`config.mk`:
```
export PLATFORM = sky130hd
export DESIGN_NAME = pipe_stage_skid
export DESIGN_NICKNAME = d
export VERILOG_FILES = /design/src/rtl/pipe_stage_skid.sv
export SDC_FILE = /design/constraint.sdc
export NUM_CORES = 1
export LEC_CHECK = 0
export CORE_MARGIN = 3
export CORE_UTILIZATION = 50
export DETAILED_ROUTE_END_ITERATION = 7
export HOLD_SLACK_MARGIN = 0.06
export PLACE_DENSITY = 0.83
export SETUP_SLACK_MARGIN = 0.4
export SLEW_MARGIN = 20
export SYNTH_ARGS = -nofsm -noshare
export SYNTH_HDL_FRONTEND = slang
export SYNTH_SLANG_ARGS = --single-unit
```
`constraint.sdc`:
```
create_clock -name clk -period 2.7 [get_ports clk]
set_input_delay 0.27 -clock clk [delete_from_list [all_inputs] [get_ports clk]]
set_output_delay 0.27 -clock clk [all_outputs]
set_load 0.01 [all_outputs]
```
`src/rtl/pipe_stage_skid.sv`:
```
// Pipeline stage register with valid/ready handshake and an optional two-entry skid buffer.
// When SKID=1, in_ready comes from a flop. Legacy flush and hold controls are kept.
module pipe_stage_skid #(
    parameter int unsigned      WIDTH     = 32,
    parameter int unsigned      SKID      = 1,
    parameter logic [WIDTH-1:0] RESET_VAL = '0
) (
    input  logic             clk,
    input  logic             rst,
    input  logic             flush,
    input  logic             hold,
    input  logic             in_valid,
    output logic             in_ready,
    input  logic [WIDTH-1:0] in_data,
    output logic             out_valid,
    input  logic             out_ready,
    output logic [WIDTH-1:0] out_data,
    output logic [1:0]       count
);

    logic             mainValid;
    logic             skidValid;
    logic             mainValidNxt;
    logic             skidValidNxt;
    logic [WIDTH-1:0] mainData;
    logic [WIDTH-1:0] skidData;
    logic [WIDTH-1:0] mainDataNxt;
    logic [WIDTH-1:0] skidDataNxt;
    logic             acc;
    logic             pop;

    assign acc = in_valid & in_ready;
    assign pop = mainValid & out_ready & ~hold;

    generate
        if (SKID != 0) begin : gSkid
            logic readyQ;

            // Ready is precomputed from the next skid occupancy so upstream sees a plain flop.
            always_ff @(posedge clk) begin
                if (rst || flush) begin
                    readyQ <= 1'b1;
                end else begin
                    readyQ <= ~skidValidNxt;
                end
            end

            assign in_ready = readyQ;
        end else begin : gNoSkid
            assign in_ready = ~mainValid | pop;
        end
    endgenerate

    // Next-state selection for the main and skid entries.
    always_comb begin
        mainValidNxt = mainValid;
        skidValidNxt = skidValid;
        mainDataNxt  = mainData;
        skidDataNxt  = skidData;
        if (SKID != 0) begin
            if (skidValid) begin
                if (pop) begin
                    mainDataNxt  = skidData;
                    skidValidNxt = 1'b0;
                end
            end else if (mainValid) begin
                if (acc && pop) begin
                    mainDataNxt = in_data;
                end else if (acc) begin
                    skidValidNxt = 1'b1;
                    skidDataNxt  = in_data;
                end else if (pop) begin
                    mainValidNxt = 1'b0;
                end
            end else if (acc) begin
                mainValidNxt = 1'b1;
                mainDataNxt  = in_data;
            end
        end else begin
            skidValidNxt = 1'b0;
            if (acc) begin
                mainValidNxt = 1'b1;
                mainDataNxt  = in_data;
            end else if (pop) begin
                mainValidNxt = 1'b0;
            end
        end
    end

    // Reset and flush clear the stage identically. Reset wins, but the outcome is the same.
    always_ff @(posedge clk) begin
        if (rst || flush) begin
            mainValid <= 1'b0;
            skidValid <= 1'b0;
            mainData  <= RESET_VAL;
            skidData  <= RESET_VAL;
        end else begin
            mainValid <= mainValidNxt;
            skidValid <= skidValidNxt;
            mainData  <= mainDataNxt;
            skidData  <= skidDataNxt;
        end
    end

    assign out_valid = mainValid;
    assign out_data  = mainData;
    assign count     = {1'b0, mainValid} + {1'b0, skidValid};

endmodule

```
==> results.md, run 1 <==
- Result of the run: finished, final reports clean
- Count of distinct cell types in the synthesized netlist: 27
- Placeable Area: 0.00617 sq mm
- Final worst-path setup slack: 0.519 ns
- Largest clock skew in the final design: 0.00870 ns
- Worst Path Arrival: 1.91 ns
- Static Leakage: 1.37 nW
- Die W: 87.2 microns
- Worst vdd rail ir drop: 483 uV
- CTS Root Buffer Type: clkbuf_8
- Buffer levels on the longest clock path: 2
- Final TNS setup: 0 ns
- Initial cell density of the core: 0.534
- Min cycle time layout: 2.18 ns
- Site Rows: 28
- Number of I/O port buffers: 73
- Area of the multi-input gates: 0.00162 sq mm
- Cell count after synthesis: 358
- Number of clock sinks: 67
- Final clock period utilization by the worst path: 0.808
- Path class of the lowest-slack min-delay path: register to register
- Violation count after the first detailed-routing iteration: 213
- Filler cell count in the final layout: 474
- Unrepaired setup endpoints after global routing: no
- Kind of start point of the critical path: register
- Combinational Power Share: 0.158
- Slew at the pin closest to its max-slew limit: 0.725 ns
- Global route total overflow: 0
- Global placement routability congestion: 0.797
- Fraction of final layout cells sized beyond drive strength 1: 0.177
- Number of storage elements in the synthesis netlist: 67
- Part of the Yosys area used for sequential elements: 0.407
- Post-DRT Antenna Nets: 0
- Yosys warning count: 0
- Total clock buffers created by CTS: 9
- Syn-to-layout area delta: 29.8%
- Detailed-route wire length: 9150 microns
- P per Cell Area: 551 mW/mm^2
- Insertion delay to the later sink of the worst-skew pair: 0.35 ns
- Htree depth: 3
- Switching share of power: 0.262
- Class of the most critical setup path: register to primary output
- CTS tree: done
- Wire length of the first global-routing pass: 14800 microns
- Type of destination of the critical path: primary output
- Via total after detailed routing: 3106
- Total area of sequential cells: 0.00134 sq mm
- Pre-CTS setup slack: 0.535 ns
- Highest clock rate: 459 MHz
- # DRC: 0
- Clock power share: 0.402
- Floorplan die height: 87.2 microns
- Num ports: 74
- Area of the mapped netlist: 0.00330 sq mm
- Final net count: 453
- Syn Nets: 399
- Number of maximum-capacitance violations: 0
- Half-perimeter wire length after placement: 5810 microns
- Overall Global Routing Usage: 0.245
- Number of antenna violations at the first check in global routing: 0
- Worst Path Max Fanout: 38
- Maximum number of pins on one net before global-route repair: 40
- Hold violation count in the final report: 0
- Post CTS Setup Buffer Count: 0
- Max-Slew Margin vs Limit: 0.515
- Critical Path RT: 2.43 ns
- Syn avg cell area: 9.21 sq um
- First-pass iteration count of the detailed router: 4
- Antenna Diode Count: 0
- Total internal power: 1.74 mW
- Sequential power share: 0.440
- Die footprint: 0.00760 sq mm
- Count of final max-slew check failures: 0
- Mean number of vias per cell: 6.31
- Average routed wire per standard cell: 18.6 microns
- Clock-pin slew on the worst setup and hold paths: 0.08 ns
- Switching power summed over all nets: 0.617 mW
- Number of global-route vias before repair: 3075
- Setup violation total in the final timing report: 0
==> worst max-delay path, stage by stage, from the launching register on <==
cell,delay [ns]
dfxtp_2,0.33
buf_4,0.42
ha_1,0.26
clkdlybuf4s50_1,0.54
==> routing by layer <==
| layer | up-vias | track usage | routed length, microns |
|---|---|---|---|
| met4 | 0 | 0.0893 | 88 |
| met3 | 11 | 0.0577 | 602 |
| met1 | 1495 | 0.303 | 3960 |
| met2 | 145 | 0.413 | 4500 |
| met5 | - | 0 | 0 |
| li1 | 1455 | - | - |
==> stage by stage <==
| stage | area [sq um] | utilization | instances | hold WS (ns) | total power, mW |
|---|---|---|---|---|---|
| 5_1_grt | 4280 | 0.694 | 492 | 0.473 | 2.44 |
| 3_5_place_dp | 4050 | 0.657 | 476 | 0.444 | 1.43 |
| 2_1_floorplan | 3300 | - | 358 | 0.420 | 1.26 |
| 6_report | 4280 | 0.694 | 492 | 0.456 | 2.36 |
| 4_1_cts | 4280 | 0.694 | 492 | 0.460 | 2.36 |
| 3_3_place_gp | 4050 | 0.657 | 476 | 0.443 | 1.42 |
==> Yosys cell counts <==
| library cell | count | area share |
|---|---|---|
| dfxtp_1 | 67 | 0.41 |
| a211oi_1 | 62 | 0.14 |
| a21oi_1 | 34 | 0.052 |
| inv_1 | 34 | 0.039 |
| mux2_2 | 32 | 0.11 |
| nand4_1 | 32 | 0.061 |
| o31ai_1 | 32 | 0.073 |
| clkbuf_1 | 25 | 0.028 |
| buf_2 | 11 | 0.017 |
| buf_1 | 5 | 0.0057 |
| buf_4 | 3 | 0.0068 |
| buf_6 | 3 | 0.010 |
| ha_1 | 3 | 0.011 |
| a211oi_2 | 2 | 0.0076 |
| a21o_1 | 1 | 0.0023 |
| a21o_4 | 1 | 0.0046 |
| a2bb2oi_2 | 1 | 0.0046 |
| and3b_1 | 1 | 0.0027 |
| nand2_1 | 1 | 0.0011 |
| nand2b_1 | 1 | 0.0019 |
| nand3_1 | 1 | 0.0015 |
| nand3b_1 | 1 | 0.0023 |
| nand3b_2 | 1 | 0.0034 |
| nor2b_1 | 1 | 0.0019 |
| o21ai_0 | 1 | 0.0015 |
| or2_1 | 1 | 0.0019 |
| or2_2 | 1 | 0.0019 |
==> cell type report <==
cell class / instances / area share
clock inverter: 6 / 0.0208
multi-input combinational: 210 / 0.378
sequential: 67 / 0.314
clock buffer: 10 / 0.0322
tap: 75 / 0.0219
inverter: 34 / 0.0298
timing repair buffer: 90 / 0.204
==> cell usage in the layout (no fill, tap or decap) <==
master / count
nand3b_1: 1
a2bb2oi_4: 1
dfxtp_1: 65
o21ai_0: 1
a21o_4: 1
a211oi_2: 2
or2_2: 1
nand3b_2: 1
and3b_1: 1
buf_4: 16
bufinv_16: 2
nand2_1: 1
clkbuf_8: 10
or2_1: 1
nand2b_1: 1
inv_1: 34
buf_12: 1
clkinv_4: 1
nand3_1: 1
clkinvlp_4: 2
mux2_2: 32
clkinv_2: 1
dfxtp_2: 2
a211oi_1: 62
nor2b_2: 1
o31ai_1: 32
a21o_1: 1
nand4_1: 32
ha_1: 3
clkdlybuf4s50_1: 73
a21oi_1: 34
==> cell families after synthesis <==
group           synth area share
compound gates             0.286
fa+ha+maj                 0.0114
buf+inv                    0.107
flops                      0.407
mux                        0.109
simple gates              0.0793
==> flip-flops by register name, indices dropped and copies added (netlist names) <==
register	flops
in_ready	1
out_data	32
out_valid	1
skidData	32
skidValid	1
==> power groups by stage <==
stage | Clock (mW) | Sequential (mW) | Combinational (mW)
CTS | 0.956 | 1.04 | 0.369
global route | 1.00 | 1.04 | 0.395
finish | 0.948 | 1.04 | 0.371
global placement | 0 | 1.06 | 0.363
detailed placement | 0 | 1.06 | 0.366
floorplan | 0 | 1.07 | 0.189
==> timing repair <==
item                                    4_1_cts  5_1_grt
endpoints found under the setup margin        1        0
gates resized for setup                       1        0
hold buffers                                  0        0
==> worst paths after layout <==
check / startpoint / end / slack [ns] / cells past startpoint
setup / recovery: skidValid / count[1] / 0.52 / 3
hold / removal: out_data[0] / out_data[0] / 0.46 / 2
setup reg to reg: skidValid / out_data[17] / 0.73 / 5
hold reg to reg: out_data[0] / out_data[0] / 0.46 / 2
(Power assumes the default switching activity.)
==> run 2, diff against run 1 <==
==> constraint.sdc (replaced) <==
create_clock -name clk -period 2.3 [get_ports clk]
set_input_delay 0.23 -clock clk [delete_from_list [all_inputs] [get_ports clk]]
set_output_delay 0.23 -clock clk [all_outputs]
set_load 0.01 [all_outputs]
==> results.md, run 2 (synthesis gave the netlist of run 1 again) <==
- Result of the run: finished, final reports clean
- Total clock buffers created by CTS: 9
- Family with the most delay on the worst path: compound AO/OA/AOI/OAI gates
- Min cycle time layout: 1.79 ns
- Antenna Diode Count: 0
- Mean number of vias per cell: 6.32
- Insertion delay to the later sink of the worst-skew pair: 0.36 ns
- Wire length of the first global-routing pass: 15000 microns
- Half-perimeter wire length after placement: 5830 microns
- Number of hold-repair buffers added at the cts stage: 0
- Static Leakage: 1.41 nW
- Global route total overflow: 0
- Filler cell count in the final layout: 458
- Combinational Power Share: 0.171
- P per Cell Area: 610 mW/mm^2
- Path class of the lowest-slack min-delay path: register to register
- CTS Root Buffer Type: clkbuf_8
- Initial cell density of the core: 0.534
- Htree depth: 3
- Highest clock rate: 559 MHz
- Type of destination of the critical path: register
- Critical-path cell list: inv_1, ha_1, or2_4, a21o_4, a211oi_1
- Post-DRT Antenna Nets: 0
- Worst vdd rail ir drop: 451 uV
- Count of buffer and inverter cells on the critical path: 1
- Clock-pin slew on the worst setup and hold paths: 0.08 ns
- Worst Path Max Fanout: 16
- Switching power summed over all nets: 0.736 mW
- Overall Global Routing Usage: 0.250
- Global placement routability congestion: 0.774
- Final net count: 459
- Number of antenna violations at the first check in global routing: 0
- Number of I/O port buffers: 73
- Setup violation total in the final timing report: 0
- Number of global-route vias before repair: 3107
- Worst hold slack: 0.457 ns
- Critical Path RT: 2.55 ns
- Switching share of power: 0.278
- Detailed-route wire length: 9440 microns
- Placeable Area: 0.00617 sq mm
- Class of the most critical setup path: register to register
- Buffer levels on the longest clock path: 2
- Slowest stage cell on the critical path: dfxtp_2
- Worst Path Arrival: 2.03 ns
- Hold violation count in the final report: 0
- Most frequent cells in the layout: clkdlybuf4s50_1, dfxtp_1, a211oi_1, inv_1, a21oi_1
- Site Rows: 28
- Maximum number of pins on one net before global-route repair: 39
- Tot Pwr: 2.64 mW
- Total internal power: 1.91 mW
- Clock power share: 0.370
- Delay contributed by the slowest stage of the critical path: 0.38 ns
- Die W: 87.2 microns
- Final clock period utilization by the worst path: 0.778
- Kind of start point of the critical path: register
- First-pass iteration count of the detailed router: 5
- Sequential power share: 0.460
- Fraction of final layout cells sized beyond drive strength 1: 0.194
- Unrepaired setup endpoints after global routing: no
- Max-Slew Margin vs Limit: 0.603
- Total area of sequential cells: 0.00134 sq mm
- Most common cell after layout, fill and taps aside: clkdlybuf4s50_1
- Average routed wire per standard cell: 18.9 microns
- Num ports: 74
- Largest clock skew in the final design: 0.00934 ns
- Number of maximum-capacitance violations: 0
- Floorplan die height: 87.2 microns
- Slew at the pin closest to its max-slew limit: 0.596 ns
- Die footprint: 0.00760 sq mm
- CTS tree: done
- Number of clock sinks: 67
- Area of the multi-input gates: 0.00163 sq mm
- Via total after detailed routing: 3148
- Final TNS setup: 0 ns
- Count of final max-slew check failures: 0
- Violation count after the first detailed-routing iteration: 348
- # DRC: 0
- Syn-to-layout area delta: 31.4%
- Final core utilization: 0.702
[run 2: per-layer routing]
layer	up-vias	share of wire	GRT usage
li1	1463	-	-
met1	1492	0.41	0.313
met2	167	0.50	0.418
met3	26	0.069	0.0482
met4	0	0.022	0.109
met5	-	0	0
[run 2: worst paths after layout]
check,start,to,slack (ns),cells after the start
worst max register to register,skidValid,out_data[20],0.51,5
worst max-delay path,skidValid,out_data[20],0.51,5
worst min-delay path,out_data[2],out_data[2],0.46,2
worst min register to register,out_data[2],out_data[2],0.46,2
[run 2: per-stage QoR]
stage / cells / worst slack [ns] / instance area [sq um]
after global placement: 480 / 0.387 / 4070
after floorplan: 358 / 0.417 / 3300
after detailed placement: 480 / 0.336 / 4070
after global routing: 498 / 0.430 / 4330
final: 498 / 0.511 / 4330
after CTS: 496 / 0.404 / 4290
[run 2: what timing repair did]
item / in CTS / in global routing
endpoints found under the setup margin: 3 / 32
endpoints found under the hold margin: 0 / 0
buffers inserted: 0 / 0
gates cloned: 0 / 2
pin swaps: 0 / 1
gates resized for setup: 8 / 4
[run 2: tightest hold or removal path: stages, from the launching register on]
cell	delay, ns
dfxtp_1	0.31
inv_1	0.05
a211oi_1	0.05
[run 2: final cells by class]
type,count,area share
timing repair buffer,95,0.217
sequential,67,0.310
inverter,34,0.0295
clock buffer,9,0.0286
clock inverter,7,0.0159
tap,75,0.0217
multi-input combinational,211,0.377
[run 2: power groups by stage]
| stage | sequential (mW) | combinational (mW) | clock (mW) |
|---|---|---|---|
| 2_1_floorplan | 1.26 | 0.224 | 0 |
| 3_3_place_gp | 1.24 | 0.428 | 0 |
| 3_5_place_dp | 1.24 | 0.433 | 0 |
| 4_1_cts | 1.22 | 0.438 | 0.975 |
| 5_1_grt | 1.22 | 0.487 | 1.03 |
| 6_report | 1.22 | 0.451 | 0.977 |
==> run 3, diff against run 2 <==
--- a/config.mk
+++ b/config.mk
@@ -6,10 +6,10 @@
 export NUM_CORES = 1
 export LEC_CHECK = 0
 export CORE_MARGIN = 3
-export CORE_UTILIZATION = 50
+export CORE_UTILIZATION = 45
 export DETAILED_ROUTE_END_ITERATION = 7
 export HOLD_SLACK_MARGIN = 0.06
-export PLACE_DENSITY = 0.83
+export PLACE_DENSITY = 0.79
 export SETUP_SLACK_MARGIN = 0.4
 export SLEW_MARGIN = 20
 export SYNTH_ARGS = -nofsm -noshare
==> constraint.sdc (replaced) <==
create_clock -name clk -period 1.6 [get_ports clk]
set_input_delay 0.16 -clock clk [delete_from_list [all_inputs] [get_ports clk]]
set_output_delay 0.16 -clock clk [all_outputs]
set_load 0.01 [all_outputs]
==> results.md, run 3 (synthesis gave the netlist of run 1 again) <==
- Switching power summed over all nets: 1.11 mW
- Half-perimeter wire length after placement: 5570 microns
- R2r worst-path depth: 5
- Slew at the pin closest to its max-slew limit: 0.413 ns
- Unrepaired setup endpoints after global routing: yes
- Combinational Power Share: 0.199
- Most common cell after layout, fill and taps aside: dfxtp_1
- Filler cell count in the final layout: 533
- Largest clock skew in the final design: 0.00768 ns
- Area of all placed cells without fillers: 0.00476 sq mm
- Violation count after the first detailed-routing iteration: 442
- Die footprint: 0.00839 sq mm
- Wire length of the first global-routing pass: 16600 microns
- Final core utilization: 0.686
- Antenna Diode Count: 0
- Max-Slew Margin vs Limit: 0.725
- Number of global-route vias before repair: 3258
- Worst vdd rail ir drop: 629 uV
- Final net count: 469
- Number of hold-repair buffers added at the cts stage: 0
- Highest clock rate: 598 MHz
- Die W: 91.6 microns
- Final worst-path setup slack: -0.0733 ns
- Most frequent cells in the layout: dfxtp_1, clkdlybuf4s50_1, a211oi_1, a21oi_1
- Critical Path RT: 1.82 ns
- # DRC: 0
- Violations in the final reports: setup timing
- Htree depth: 3
- Sequential power share: 0.458
- Number of I/O port buffers: 73
- Site Rows: 30
- Detailed-route wire length: 10900 microns
- Cell depth of the worst hold path: 3
- Static Leakage: 1.68 nW
- Count of buffer and inverter cells on the critical path: 2
- Class of the most critical setup path: register to register
- First-pass iteration count of the detailed router: 5
- Number of maximum-capacitance violations: 0
- Worst Path Arrival: 1.90 ns
- Min cycle time layout: 1.67 ns
- Delay contributed by the slowest stage of the critical path: 0.38 ns
- Syn-to-layout area delta: 44.5%
- Crit path depth: 5
- Path class of the lowest-slack min-delay path: primary input to register
- Clock-pin slew on the worst setup and hold paths: 0.08 ns
- CTS Root Buffer Type: clkbuf_8
- Total area of sequential cells: 0.00135 sq mm
- Number of antenna violations at the first check in global routing: 0
- Total clock buffers created by CTS: 9
- Floorplan die height: 91.6 microns
- Maximum number of pins on one net before global-route repair: 68
- Global route total overflow: 0
- Via total after detailed routing: 3319
- Clock power share: 0.343
- Post-DRT Antenna Nets: 0
- Count of final max-slew check failures: 0
- Type of destination of the critical path: register
- Overall Global Routing Usage: 0.246
- Result of the run: finished with violations
- Critical-path cell list: bufbuf_16, nand3b_1, buf_6, o31ai_1, a21oi_1
- Num ports: 74
- Family with the most delay on the worst path: buffers and inverters
- Total internal power: 2.70 mW
- Buffer levels on the longest clock path: 2
- Final clock period utilization by the worst path: 1.05
- Switching share of power: 0.291
- Hold violation count in the final report: 0
- Global placement routability congestion: 0.739
- Number of clock sinks: 67
- Setup violation total in the final timing report: 7
- Initial cell density of the core: 0.475
- Average routed wire per standard cell: 20.7 microns
- Placeable Area: 0.00694 sq mm
- Placed cell areas: 0.00420 sq mm
- Fraction of final layout cells sized beyond drive strength 1: 0.316
- Kind of start point of the critical path: register
- Insertion delay to the later sink of the worst-skew pair: 0.36 ns
- Mean number of vias per cell: 6.27
- P per Cell Area: 800 mW/mm^2
- Worst Path Max Fanout: 17
- Area of the multi-input gates: 0.00188 sq mm
- Slowest stage cell on the critical path: dfxtp_4
- CTS tree: done
run 3: cell types whose count changed in the layout (fill, tap and decap cells not counted), moves of 5 or more:
cell             previous run  this run
a211oi_1                   61        35
a211oi_2                    3        27
buf_12                      2         7
buf_4                      19        11
buf_6                       0        13
clkdlybuf4s50_1            71        37
dlygate4sd2_1               1        32
o31ai_1                    32        25
o31ai_2                     0         7
run 3: per-layer routing:
metal / vias to the layer above / track usage / share of wire
li1: 1487 / - / -
met1: 1586 / 0.319 / 0.41
met2: 214 / 0.376 / 0.49
met3: 32 / 0.0795 / 0.084
met4: 0 / 0.103 / 0.024
met5: - / 0 / 0
run 3: tightest hold or removal path: stages:
cell and delay [ns]:
clkdlybuf4s50_1 0.42, nand4_1 0.09, a21oi_1 0.06
run 3: power by group through the flow:
stage	clock, mW	combinational [mW]	sequential [mW]
finish	1.31	0.757	1.75
global route	1.40	0.802	1.75
CTS	1.31	0.699	1.74
detailed placement	0	0.646	1.79
floorplan	0	0.358	1.80
global placement	0	0.644	1.79
run 3: cell type report:
class / instances / share of cell area
clock buffer: 11 / 0.0318
clock inverter: 5 / 0.00578
inverter: 34 / 0.0273
multi-input combinational: 212 / 0.394
sequential: 67 / 0.283
tap: 96 / 0.0252
timing repair buffer: 104 / 0.232
run 3: per-stage QoR:
step	instances	power, mW	TNS, ns	setup slack, ns	hold slack (ns)
2_1_floorplan	358	2.16	-4.35	-0.150	0.310
3_3_place_gp	500	2.43	0	0.0232	0.443
3_5_place_dp	500	2.43	-0.318	-0.0552	0.444
4_1_cts	523	3.75	0	0.0612	0.413
5_1_grt	529	3.96	-1.22	-0.114	0.438
6_report	529	3.81	-0.167	-0.0733	0.422
run 3: path summary, 6_finish.rpt:
check / slack [ns] / to / start
worst max-delay path: -0.07 / skidData[29] / skidValid
worst min register to register: 0.45 / out_data[1] / out_data[1]
worst max register to register: -0.07 / skidData[29] / skidValid
worst min-delay path: 0.42 / skidData[17] / in_data[17]
run 3: repair_timing:
action,in CTS,in global routing
gates cloned,4,2
pin swaps,1,6
endpoints found under the setup margin,101,71
gates resized for setup,81,26
setup buffers,3,4
